### config.mk
export PLATFORM = sky130hd
export DESIGN_NAME = sin_sched
export DESIGN_NICKNAME = d
export VERILOG_FILES = /design/src/rtl/sin_sched_pkg.sv /design/src/rtl/sin_sched_rr_arbiter.sv /design/src/rtl/sin_sched.sv
export SDC_FILE = /design/constraint.sdc
export NUM_CORES = 1
export LEC_CHECK = 0
export BUFFER_PORTS_ARGS = -buffer_cell sky130_fd_sc_hd__buf_2
export CAP_MARGIN = 20
export CORE_MARGIN = 4
export CORE_UTILIZATION = 38
export CTS_BUF_LIST = sky130_fd_sc_hd__clkbuf_8 sky130_fd_sc_hd__clkbuf_16
export DETAILED_ROUTE_END_ITERATION = 10
export HOLD_SLACK_MARGIN = 0.02
export MAX_ROUTING_LAYER = met4
export PLACE_DENSITY = 0.83
export SYNTH_ARGS = -nofsm -noshare
export SYNTH_HDL_FRONTEND = slang
export SYNTH_SLANG_ARGS = --single-unit
export TNS_END_PERCENT = 30
### constraint.sdc
create_clock -name clk -period 1.7 [get_ports clk]
set_input_delay 0.255 -clock clk [delete_from_list [all_inputs] [get_ports clk]]
set_output_delay 0.255 -clock clk [all_outputs]
set_load 0.02 [all_outputs]
### src/rtl/sin_sched_pkg.sv
// Shared types for the sin unit scheduler.
// Holds the FSM state encoding, operand widths and the latched job bundle.
package sin_sched_pkg;

    localparam int FLOAT_W = 32;
    localparam int PREC_W  = 4;

    typedef enum logic [2:0] {
        S_IDLE,
        S_LAUNCH,
        S_SETTLE,
        S_WAIT,
        S_RESPOND
    } sched_state_t;

    typedef struct packed {
        logic [FLOAT_W-1:0] theta;
        logic [PREC_W-1:0]  prec;
    } job_t;

endpackage

### src/rtl/sin_sched_rr_arbiter.sv
// Combinational round-robin arbiter.
// Ports: req (request vector), last (previous winner) -> grant (one-hot), idx.
module rr_arbiter #(
    parameter int N  = 4,
    parameter int IW = (N > 1) ? $clog2(N) : 1
) (
    input  logic [N-1:0]  req,
    input  logic [IW-1:0] last,
    output logic [N-1:0]  grant,
    output logic [IW-1:0] idx
);

    logic hit;

    // First pass looks above last, second pass wraps around to the bottom.
    always_comb begin
        grant = '0;
        idx   = '0;
        hit   = 1'b0;
        for (int i = 0; i < N; i++) begin
            if (!hit && req[i] && (i > int'(last))) begin
                hit      = 1'b1;
                grant[i] = 1'b1;
                idx      = IW'(i);
            end
        end
        for (int i = 0; i < N; i++) begin
            if (!hit && req[i]) begin
                hit      = 1'b1;
                grant[i] = 1'b1;
                idx      = IW'(i);
            end
        end
    end

endmodule

### src/rtl/sin_sched.sv
// Shares one iterative sin unit between NREQ requesters, round-robin.
// Ports: req_* request side, rsp_* response pulse, sin_* unit control.
module sin_sched
    import sin_sched_pkg::*;
#(
    parameter int NREQ    = 4,
    parameter int TIMEOUT = 64
) (
    input  logic                    clk,
    input  logic                    reset,
    input  logic [NREQ-1:0]         req_valid,
    output logic [NREQ-1:0]         req_ready,
    input  logic [FLOAT_W*NREQ-1:0] req_theta,
    input  logic [PREC_W*NREQ-1:0]  req_prec,
    output logic [NREQ-1:0]         rsp_valid,
    output logic [FLOAT_W-1:0]      rsp_result,
    output logic                    rsp_err,
    output logic                    sin_reset,
    output logic [FLOAT_W-1:0]      sin_theta,
    output logic [PREC_W-1:0]       sin_prec,
    input  logic                    sin_done,
    input  logic [FLOAT_W-1:0]      sin_result
);

    localparam int IW = (NREQ > 1) ? $clog2(NREQ) : 1;
    localparam int CW = $clog2(TIMEOUT);

    sched_state_t state, state_nx;

    logic [NREQ-1:0]    grant;
    logic [IW-1:0]      gidx;
    logic [IW-1:0]      last_grant;
    logic [IW-1:0]      owner;
    job_t               job_q;
    job_t               job_sel;
    logic [FLOAT_W-1:0] result_q;
    logic               err_q;
    logic [CW-1:0]      cnt;
    logic               hs;
    logic               tmo_hit;

    rr_arbiter #(.N(NREQ), .IW(IW)) u_arb (
        .req   (req_valid),
        .last  (last_grant),
        .grant (grant),
        .idx   (gidx)
    );

    // Ready is only offered in IDLE and never while reset is held.
    assign req_ready = (state == S_IDLE && !reset) ? grant : '0;
    assign hs        = |(req_valid & req_ready);
    assign tmo_hit   = (state == S_WAIT) && (cnt == CW'(TIMEOUT - 1));

    always_comb begin
        job_sel = '0;
        for (int i = 0; i < NREQ; i++) begin
            if (grant[i]) begin
                job_sel.theta = req_theta[i*FLOAT_W +: FLOAT_W];
                job_sel.prec  = req_prec[i*PREC_W +: PREC_W];
            end
        end
    end

    always_ff @(posedge clk) begin
        if (reset) state <= S_IDLE;
        else       state <= state_nx;
    end

    always_comb begin
        state_nx = state;
        unique case (state)
            S_IDLE:    if (hs) state_nx = S_LAUNCH;
            S_LAUNCH:  state_nx = S_SETTLE;
            S_SETTLE:  state_nx = S_WAIT;
            S_WAIT:    if (sin_done || tmo_hit) state_nx = S_RESPOND;
            S_RESPOND: state_nx = S_IDLE;
            default:   state_nx = S_IDLE;
        endcase
    end

    always_ff @(posedge clk) begin
        if (reset) begin
            last_grant <= IW'(NREQ - 1);
            owner      <= '0;
            job_q      <= '0;
            result_q   <= '0;
            err_q      <= 1'b0;
            cnt        <= '0;
        end else begin
            if (hs) begin
                last_grant <= gidx;
                owner      <= gidx;
                job_q      <= job_sel;
            end
            // SETTLE clears so the first WAIT cycle sees zero.
            if (state == S_SETTLE)    cnt <= '0;
            else if (state == S_WAIT) cnt <= cnt + CW'(1);
            // done takes priority over a coincident timeout.
            if (state == S_WAIT) begin
                if (sin_done) begin
                    result_q <= sin_result;
                    err_q    <= 1'b0;
                end else if (tmo_hit) begin
                    result_q <= '0;
                    err_q    <= 1'b1;
                end
            end
        end
    end

    assign rsp_valid  = (state == S_RESPOND && !reset)
                      ? (NREQ'(1) << owner) : '0;
    assign rsp_result = result_q;
    assign rsp_err    = err_q;
    assign sin_reset  = reset | (state == S_LAUNCH);
    assign sin_theta  = job_q.theta;
    assign sin_prec   = job_q.prec;

endmodule

Word-level counts from Yosys, hierarchy flattened. Index checks and enable logic that the tools add are counted. Widths: inputs -> output; s select.

$add $sub $neg: 1. $lt $le $gt $ge: 3. Equality and inequality tests: 7. Shifts and indexed selects: 1. Mux-type cells: 32. Bitwise logic cells: 2. Reduce and logical (&&, ||, !) cells: 26.

Operator list (number): $mux 36 (4); $mux 32 (2); $mux 1 (15); $logic_and 1x1->1 (12); $mux 2 (6); $pmux 3 s4 (1); $mux 4 (2); $logic_not 1->1 (7); $add 6x1->6 const B (1); $eq 3x2->1 const B (2); $eq 6x6->1 const B (1); $mux 3 (2); $and 4x4->4 (1); $gt 2x2->1 const A (2); $ne 2x2->1 const B (2); $reduce_and 2->1 (2); $reduce_or 4->1 (1); $shl 1x2->4 const A (1); $eq 3x1->1 const B (1); $eq 3x3->1 const B (1); $logic_not 3->1 (1); $gt 1x2->1 const A (1); $reduce_bool 2->1 (1); $reduce_or 2->1 (1); other kinds (2) (2).

Register bits: 82. Input bits: 183. Output and inout port bits: 78. Word-level logic and storage cells: 80.

Logic depth before layout (Yosys ltp).
Depth after elaboration: 28. Gate-level depth with buffers: 8.

Hierarchy. From an unflattened synthesis, not the netlist that was laid out.

Cell total of the unflattened synthesis: 483. Area total of the unflattened synthesis: 4413.0 um2.

By module, submodules not included: sin_sched (instances 1, cells each 450, area each 4199.0 um2, seq. area each 1641.6 um2); rr_arbiter (instances 1, cells each 33, area each 214.0 um2, seq. area each 0.0 um2).

Worst setup path after synthesis. No wires, ideal clock.

Path kind: register -> output. Start: register state[0]. End: output rsp_valid[0]. Data arrival time: 1456 ps. Required time: 1445 ps. Slack: -11 ps. Cell stages (with the launch flop): 4. Buffers on the path: 1. Cell sequence: dfxtp_1 clkbuf_1 nor4b_1 nor3b_1.

Word-level cells in the longest chain between the ends: 3.

RTL lines: start, declared (RTL line sin_sched.sv:28) `sched_state_t state, state_nx;`; start signal, assigned (RTL line sin_sched.sv:66) `else state <= state_nx;`; $eq 3x3->1 (RTL line sin_sched.sv:111) `assign rsp_valid = (state == S_RESPOND && !reset)`; $logic_and 1x1->1 (RTL line sin_sched.sv:111); $mux 4 (RTL line sin_sched.sv:112) `? (NREQ'(1) << owner) : '0;`; end, declared (RTL line sin_sched.sv:15) `output logic [NREQ-1:0] rsp_valid,`.

No other way between the ends.

Final worst setup path. Ends and elaborated chain as after synthesis.

==> reports/metrics.yaml <==
die:
  start_util_pct: 39.3
  rows: 36
  die_h_microns: 109
  core_area_sq_um: 9820
  dieArea_sq_um: 11800
  pin_count: 261
  die_x_microns: 109
timing:
  clock_skew_ns: 0.0128
  rsz0062_at_grt: "yes"
  final_max_slew_viol_count: 0
  finalCritPeriodShare_pct: 105
  min_period_ns: 1.78
  clock.fmax_mhz: 563
  finalSetupViolCount: 5
  hold_viol_final: 0
  slew_headroom_pct: 68.4
  worst_pin_slew_ns: 0.474
  post-route-worst-setup-slack_ns: -0.0768
  setup-tns-final_ns: -0.184
place:
  placed_area_sq_um: 5350
  place_congestion: 0.872
  pre_cts_slack_ns: -0.0611
  port_buffers: 260
  hpwl_mm: 10.6
logic_synthesis:
  avgSynthCellArea_sq_um: 9.12
  synth_ff_type: "dfxtp_1"
  ys_seq_area_share_pct: 42.6
  synth_enable_flop_cells: 0
  ys_ff_latch: 82
  synth.distinct_cells: 46
  syn_nets: 607
  netlist_area_sq_um: 3860
  netlist_instances: 423
  yosys_warnings: 0
  ys_async_sr_fraction_pct: 0
worst_hold_path:
  holdCritPathClass: "in -> reg"
cells_and_area:
  drive_gt1_share_pct: 50.7
  fin_nets: 864
  stdcell_area_sq_um: 5830
  syn2layout_area_growth_pct: 51.2
  antenna_cells: 0
clocking:
  cts_sinks: 82
  cts_tree: "done"
  clk_pin_slew_ns: 0.09
  cts_buffer_depth: 2
  cts_root_buffer: "clkbuf_8"
  cts_max_level: 3
  cts_buffers: 9
  clk_latency_ns: 0.35
routing:
  drc: 0
  wl_mm: 14.5
  drt_iter0_markers: 281
  drt_pre_antenna_iters: 7
  ant_nets: 0
  wl_per_cell_microns: 17.8
  routed_via_density: 5.63
  via_count: 4608
setup_path:
  required_ns: 1.44
  cp.arrival_ns: 1.52
  regToRegSetupSlack_ns: 0.08
  crit_path_cell_trace: "nor4b_4 -> buf_4 -> nor3b_2 -> buf_4"
  endpoint_kind: "primary output"
  slowest_stage: "dfxtp_4"
  start_kind: "register"
  cpMostUsedCell: "buf_4"
  crit_type: "reg -> out"
  path_max_fanout: 4
  slowest_delay_ns: 0.37
grt:
  grt_pass1_wl_mm: 21.1
  track_usage_pct: 23.2
  antenna_found_initial: 0
  grt_pass1_vias: 4507
  grt_max_degree: 74
  grt_remaining_overflow: 0
power_and_ir_drop:
  finalPower_mw: 5.15
  p_per_area_nw_per_um2: 883
  peakVddDrop_mv: 0.371
  leakagePower_nw: 2.62
run_status:
  status: "complete, but fails checks"
  violations: "negative setup slack"
run:
  max_cap_violations: 0
## critical path: cells and delay by family (launching register included)
family	cells	cell delay, ns
buf+inv	2	0.34
flops	1	0.37
simple gates	2	0.46
## logic make-up after synthesis
| family | count (synthesis) | share of synthesized area, % |
|---|---|---|
| mux | 1 | 0.259 |
| compound gates | 161 | 31.3 |
| xor+xnor | 5 | 1.14 |
| buf+inv | 51 | 6.97 |
| fa+ha+maj | 1 | 0.324 |
| flops | 82 | 42.6 |
| simple gates | 122 | 17.5 |
## layer usage
layer | track usage (%) | routed length [microns]
met3 | 4.20 | 983
met1 | 25.5 | 5450
met4 | 8.48 | 375
met2 | 41.7 | 7730
met5 | - | 0
## synthesized netlist by cell type (2+ instances only)
master	number	area, sq um
inv_1	2	7.51
a22oi_1	33	248
xnor2_1	2	17.5
xor2_1	3	26.3
dfxtp_1	82	1640
nand2_1	7	26.3
buf_4	4	30.0
buf_2	20	100
nor3_1	3	15.0
nand3b_1	36	270
and3b_1	2	17.5
clkbuf_1	20	75.1
o21ai_1	31	155
nor2_1	53	199
and3_1	3	18.8
buf_6	5	56.3
nor3b_1	3	22.5
a221oi_1	36	315
o21ai_0	7	35.0
nand2b_1	4	25.0
and2_1	2	12.5
a21oi_1	5	25.0
a2bb2oi_1	2	17.5
o221ai_1	36	315
## cells in the final DEF, fill, tap and decap left out, drive strengths merged, types with 2 or more instances in the layout
cell	Yosys	layout
buf	29	293
dfxtp	82	82
nor2	54	54
o21ai	38	38
o221ai	36	36
nand3b	36	36
a221oi	36	36
a22oi	33	33
clkbuf	20	12
nand2	7	7
a21oi	5	5
nand2b	4	4
inv	2	4
xor2	3	3
clkinvlp	0	3
and3	3	3
nor3b	3	3
nor3	3	3
and3b	2	2
a2bb2oi	2	2
and2	2	2
xnor2	2	2
or2	2	2
nor4	2	2
a211oi	2	2
## state kept, by name, indices dropped and copies added, names as in the netlist
register and flops:
rsp_result 32, owner 2, sin_prec 4, last_grant 2
cnt 6, sin_theta 32, rsp_err 1, state 3
## report_power, final
| part | switching (mW) | internal, mW | leakage (nW) |
|---|---|---|---|
| Combinational | 0.819 | 0.641 | 1.85 |
| Clock | 0.759 | 0.734 | 0.0971 |
| Sequential | 0.110 | 2.09 | 0.672 |
| Total | 1.69 | 3.46 | 2.62 |
## final timing paths
kind,startpoint,endpoint,cells after the start
max,state[0],rsp_valid[0],4
min,sin_result[4],rsp_result[4],3
max reg2reg,state[1],rsp_result[6],6
min reg2reg,rsp_err,rsp_err,2
## through the flow
stage               utilization (%)  std cells  hold WS (ns)
floorplan                         -        423         0.403
detailed placement             54.4        793         0.445
global route                   59.4        818         0.118
finish                         59.4        818         0.136
global placement               54.4        793         0.443
CTS                            57.7        814         0.115
## what timing repair did
| action | CTS | global route |
|---|---|---|
| pin swaps | 3 | 2 |
| buffers inserted | 5 | 3 |
| gates cloned | 0 | 1 |
| hold buffers | 0 | 0 |
| setup endpoints to repair | 41 | 65 |
| resized for setup | 24 | 26 |
## cell type report
| class | instances | area (sq um) |
|---|---|---|
| clock buffers | 10 | 138 |
| inverters | 2 | 7.51 |
| repair buffers | 295 | 1680 |
| flip-flops and latches | 82 | 1660 |
| well taps | 133 | 166 |
| fillers | 881 | 3990 |
| multi-input cells | 290 | 2110 |
| clock inverters | 6 | 72.6 |
(Power assumes the default switching activity.)
